===== src/rtl/alu_issue_ctrl.sv =====
// In-order ALU issue controller: FIFO-buffered instructions, one issue per cycle, RAW stall, flush/drain.
// Issue outputs are registered (accept-to-issue >= 2 edges); in_ready drops when the FIFO is full or while draining.
module alu_issue_ctrl #(
    parameter int         FIFO_DEPTH = 4,
    parameter int         LAT        = 3,
    parameter int         PIPE_DEPTH = 4,
    parameter logic [3:0] NOP_FUNC   = 4'd15
) (
    input  logic       clk,
    input  logic       rst,
    input  logic       in_valid,
    output logic       in_ready,
    input  logic [3:0] in_rs1,
    input  logic [3:0] in_rs2,
    input  logic [3:0] in_rd,
    input  logic [3:0] in_func,
    input  logic [7:0] in_addr,
    input  logic       flush,
    output logic       iss_valid,
    output logic [3:0] iss_rs1,
    output logic [3:0] iss_rs2,
    output logic [3:0] iss_rd,
    output logic [3:0] iss_func,
    output logic [7:0] iss_addr,
    output logic       busy,
    output logic       drain_done,
    output logic [7:0] stall_cnt
);
    localparam int AW = $clog2(FIFO_DEPTH);
    localparam logic [AW:0] PTR_ONE = (AW+1)'(1);

    typedef struct packed {
        logic [3:0] rs1;
        logic [3:0] rs2;
        logic [3:0] rd;
        logic [3:0] func;
        logic [7:0] addr;
    } instr_t;

    typedef enum logic [1:0] {IDLE, RUN, DRAIN} state_t;

    state_t                state_q, state_d;
    instr_t                fifo_mem [FIFO_DEPTH];
    logic [AW:0]           wr_ptr_q, wr_ptr_d, rd_ptr_q, rd_ptr_d;
    logic [PIPE_DEPTH-1:0] trk_vld_q, trk_vld_d;
    logic [3:0]            trk_rd_q [PIPE_DEPTH];
    logic [3:0]            trk_rd_d [PIPE_DEPTH];
    instr_t                iss_q, iss_d;
    logic                  iss_vld_q, iss_vld_d;
    logic [7:0]            stall_q, stall_d;
    instr_t                head, in_instr;
    logic                  fifo_empty, fifo_full, accept, hazard, issue, idle_all;

    assign in_instr   = {in_rs1, in_rs2, in_rd, in_func, in_addr};
    assign fifo_empty = (wr_ptr_q == rd_ptr_q);
    assign fifo_full  = (wr_ptr_q[AW] != rd_ptr_q[AW]) &&
                        (wr_ptr_q[AW-1:0] == rd_ptr_q[AW-1:0]);
    assign head       = fifo_mem[rd_ptr_q[AW-1:0]];
    assign in_ready   = !fifo_full && (state_q != DRAIN);
    assign accept     = in_valid && in_ready;
    assign idle_all   = fifo_empty && (trk_vld_q == '0);
    assign busy       = !idle_all;

    // Tracker slot k holds the instruction issued k+1 edges ago; only the youngest LAT-1 can still hide a write.
    always_comb begin
        hazard = 1'b0;
        for (int k = 0; k < PIPE_DEPTH; k++) begin
            if ((k < LAT-1) && trk_vld_q[k] &&
                ((trk_rd_q[k] == head.rs1) || (trk_rd_q[k] == head.rs2))) begin
                hazard = 1'b1;
            end
        end
        hazard = hazard && !fifo_empty;
    end

    assign issue = !fifo_empty && !hazard;

    always_comb begin
        wr_ptr_d  = wr_ptr_q;
        rd_ptr_d  = rd_ptr_q;
        stall_d   = stall_q;
        iss_d     = iss_q;
        iss_vld_d = issue;
        if (accept) wr_ptr_d = wr_ptr_q + PTR_ONE;
        if (issue) begin
            rd_ptr_d = rd_ptr_q + PTR_ONE;
            iss_d    = head;
        end else begin
            iss_d.func = NOP_FUNC;
        end
        if (hazard && (stall_q != 8'hFF)) stall_d = stall_q + 8'd1;
        trk_vld_d   = {trk_vld_q[PIPE_DEPTH-2:0], issue};
        trk_rd_d[0] = head.rd;
        for (int k = 1; k < PIPE_DEPTH; k++) trk_rd_d[k] = trk_rd_q[k-1];
    end

    always_comb begin
        state_d    = state_q;
        drain_done = 1'b0;
        case (state_q)
            IDLE:  if (flush) state_d = DRAIN;
                   else if (accept) state_d = RUN;
            RUN:   if (flush) state_d = DRAIN;
                   else if (idle_all && !accept) state_d = IDLE;
            DRAIN: if (idle_all) begin
                       drain_done = 1'b1;
                       state_d    = IDLE;
                   end
            default: state_d = IDLE;
        endcase
    end

    always_ff @(posedge clk) begin
        if (rst) begin
            state_q   <= IDLE;
            wr_ptr_q  <= '0;
            rd_ptr_q  <= '0;
            trk_vld_q <= '0;
            iss_vld_q <= 1'b0;
            iss_q     <= '{rs1: 4'd0, rs2: 4'd0, rd: 4'd0, func: NOP_FUNC, addr: 8'd0};
            stall_q   <= 8'd0;
            for (int k = 0; k < PIPE_DEPTH; k++) trk_rd_q[k] <= 4'd0;
        end else begin
            state_q   <= state_d;
            wr_ptr_q  <= wr_ptr_d;
            rd_ptr_q  <= rd_ptr_d;
            trk_vld_q <= trk_vld_d;
            iss_vld_q <= iss_vld_d;
            iss_q     <= iss_d;
            stall_q   <= stall_d;
            for (int k = 0; k < PIPE_DEPTH; k++) trk_rd_q[k] <= trk_rd_d[k];
        end
    end

    always_ff @(posedge clk) begin
        if (!rst && accept) fifo_mem[wr_ptr_q[AW-1:0]] <= in_instr;
    end

    assign iss_valid = iss_vld_q;
    assign iss_rs1   = iss_q.rs1;
    assign iss_rs2   = iss_q.rs2;
    assign iss_rd    = iss_q.rd;
    assign iss_func  = iss_q.func;
    assign iss_addr  = iss_q.addr;
    assign stall_cnt = stall_q;
endmodule


===== config.mk =====
export PLATFORM = sky130hd
export DESIGN_NAME = alu_issue_ctrl
export DESIGN_NICKNAME = d
export VERILOG_FILES = /design/src/rtl/alu_issue_ctrl.sv
export SDC_FILE = /design/constraint.sdc
export NUM_CORES = 1
export LEC_CHECK = 0
export ABC_AREA = 1
export CORE_AREA = 3 3 129 131
export DETAILED_ROUTE_END_ITERATION = 10
export DIE_AREA = 0 0 132 134
export GPL_TIMING_DRIVEN = 0
export PLACE_DENSITY = 0.64
export RECOVER_POWER = 100
export SLEW_MARGIN = 25
export SYNTH_ARGS = -nofsm -noshare
export SYNTH_HDL_FRONTEND = slang
export SYNTH_SLANG_ARGS = --single-unit

===== constraint.sdc =====
create_clock -name clk -period 3.8 [get_ports clk]
set_clock_uncertainty 0.15 [all_clocks]
set_input_delay 0.57 -clock clk [delete_from_list [all_inputs] [get_ports clk]]
set_output_delay 0.57 -clock clk [all_outputs]
set_load 0.005 [all_outputs]

==> impl_metrics.json <==
{
  "finalHoldViolCount": 0,
  "drv_slew": 0,
  "cts_sinks": 150,
  "totalWireLength_um": 14400,
  "start_util_pct": 39.6,
  "cts_resized": 0,
  "io_pins": 64,
  "final_core_util_pct": 48.8,
  "worstPathArrival_ns": 3.15,
  "dp.cells": 907,
  "dpl_worst_slack_ns": 0.878,
  "slew_headroom_pct": 4.12,
  "syn-num-nets": 658,
  "gp_congestion": 0.845,
  "firstDrtPassIters": 7,
  "yosysUniqueCellTypes": 32,
  "num_antenna_cells": 0,
  "placed_cell_area_um2": 7250,
  "synth_top_area_cell": "edfxtp_1",
  "cts_setup_buffers": 0,
  "rows": 46,
  "fin_ws_ns": 0.578,
  "critical_path.cell_chain": "inv_1 > or2_1 > nand4_1 > or2_2 > nand2_1 > inv_1 > nand2_1 > inv_1 > nand2_1 > nor2_1 > clkbuf_2",
  "min_period_ns": 3.22,
  "synth-seq-cells": 150,
  "ant_nets": 0,
  "synth_top_cells_by_area": "edfxtp_1, dfxtp_1, nand2_1",
  "yosysSeqAreaShare_pct": 63.7,
  "critPathCaptureType": "flip-flop",
  "port-buffer-count": 63,
  "die-area_um2": 17700,
  "synth.avg_cell_area_um2": 9.98,
  "grtUsageTotal_pct": 16.9,
  "antenna_found_initial": 0,
  "cts_buffers": 17,
  "core-area_um2": 15700,
  "fp.dieH_um": 134,
  "ctsHoldBuffers": 0,
  "rsz0062_at_grt": "no",
  "cap_violations": 0,
  "area_delta_synth_final_pct": 23.2,
  "clk_latency_ns": 0.43,
  "cts_tree": "done",
  "fillers": 1414,
  "powerDensity_nw_per_um2": 720,
  "grt_pass1_wl_um": 23200,
  "syn_area_um2": 6230,
  "hpwl_um": 9820,
  "synth_warnings": 0,
  "grt_max_degree": 21,
  "crit_path_start_kind": "flip-flop",
  "overflow": 0,
  "final_cells": 939,
  "hp-class": "flip-flop to flip-flop",
  "cpPeakStageDelay_ns": 0.80,
  "cp_slowest_cell": "nor2_1",
  "final_cell_area_um2": 7670,
  "final_nets": 744,
  "viasPerCell": 4.92,
  "htree_levels": 4,
  "worst-path-max-fanout": 14,
  "crit_type": "flip-flop to flip-flop",
  "finalSetupTns_ns": 0,
  "grt_pass1_vias": 4566,
  "drive_above_1_share_pct": 8.16,
  "crit_required_ns": 3.73,
  "postSynthCellCount": 624,
  "max-vdd-ir-drop_uv": 407,
  "max_freq_mhz": 310,
  "clockRootBuffer": "clkbuf_16",
  "clkSlewWorstSetupHoldPaths_ns": 0.06,
  "outcome": "finished, final reports clean",
  "worst_slew_pin_slew_ns": 1.43,
  "post-route-period-util_pct": 84.8,
  "leakagePower_nw": 3.11,
  "route.detailed.drc": 0,
  "die_w_um": 132,
  "synth_top_area_share_pct": 46.3,
  "wl_per_cell_um": 15.3,
  "drtIter0Drc": 284,
  "setup_viol": 0,
  "cts_buffer_depth": 2,
  "vias": 4617
}
-- power by group --
group | switching, mW | internal [mW]
sequential | 0.132 | 1.96
combinational | 1.15 | 0.671
clock | 0.670 | 0.941
total | 1.95 | 3.57
-- logic make-up after synthesis --
family	after synthesis	synth area share [%]
simple gates	310	22.4
flops	150	63.7
buf+inv	87	5.89
compound gates	68	6.39
fa+ha+maj	6	1.21
xor+xnor	3	0.422
-- layer usage --
metal,vias to the layer above,wire length (um),global-route usage [%],part of all wire [%]
li1,2265,-,-,-
met1,2174,6200,20.8,43
met2,158,7060,28.4,49
met3,20,851,5.40,5.9
met4,0,248,5.72,1.7
met5,-,0,0,0
-- cell usage after synthesis --
library cell / instances
buf_2: 2
nand3_2: 14
nor3_1: 4
inv_1: 58
or2_2: 1
a21oi_1: 40
nand3_1: 37
nor3b_1: 1
nand2_4: 3
nand2_8: 1
nor2_2: 1
edfxtp_1: 96
nand2_1: 191
buf_6: 2
ha_1: 6
nor4_1: 1
a32o_1: 10
nor2_8: 1
clkinv_1: 1
xnor2_1: 2
buf_4: 6
o21ai_0: 4
dfxtp_1: 54
or2_1: 1
nor2_1: 44
buf_1: 2
a32oi_1: 2
xor2_1: 1
o21ai_1: 12
inv_2: 4
nand4_1: 10
clkbuf_1: 12
-- cells in the final DEF (no fill, tap or decap), drive strengths merged, types with 2 or more instances in the layout --
cell type,instances
nand2,195
edfxtp,96
inv,67
dlygate4sd3,61
dfxtp,54
nand3,51
nor2,46
a21oi,40
clkbuf,39
o21ai,16
nand4,10
a32o,10
buf,8
clkinv,8
ha,6
nor3,4
xnor2,2
a32oi,2
clkdlybuf4s50,2
or2,2
-- registers in the layout, indices dropped and copies added (netlist names), named ones only --
name and flops:
fifo_mem 96, trk_rd_q 8, stall_cnt 8, iss_rs1 4
iss_rs2 4, iss_rd 4, trk_vld_q 4, iss_func 4
state_q 2, iss_addr 8, rd_ptr_q 3, wr_ptr_q 3
-- critical path, delay by kind of cell (launching register included) --
| kind | cells | cell delay (ns) |
|---|---|---|
| and+or+nand+nor | 7 | 1.51 |
| DFF | 1 | 0.35 |
| buffers and inverters | 4 | 0.84 |
-- final timing paths --
check | start | endpoint | slack (ns) | depth (start not counted)
max | wr_ptr_q[1]$_SDFFE_PP0N_ | fifo_mem[0][17]$_DFFE_PP_ | 0.58 | 11
min | trk_vld_q[2]$_SDFF_PP0_ | trk_vld_q[3]$_SDFF_PP0_ | 0.28 | 2
max reg2reg | wr_ptr_q[1]$_SDFFE_PP0N_ | fifo_mem[0][17]$_DFFE_PP_ | 0.58 | 11
min reg2reg | trk_vld_q[2]$_SDFF_PP0_ | trk_vld_q[3]$_SDFF_PP0_ | 0.28 | 2
-- stage by stage --
stage	total power [mW]	hold slack, ns
after floorplan	3.34	0.253
after global placement	4.05	0.260
after detailed placement	4.10	0.272
after CTS	5.72	0.280
after global routing	5.91	0.314
final	5.52	0.278
-- area by class of cell --
class                      instances  area, um^2  area share, %
clock buffer                      19         453           5.91
sequential                       150        3960           51.7
multi-input combinational        387        1850           24.1
buffer                            24         114           1.48
inverter                          63         236           3.08
tap                              216         270           3.52
timing repair buffer              67         661           8.62
clock inverter                    13         119           1.55
Note: power is estimated with default switching activity, not from simulation.
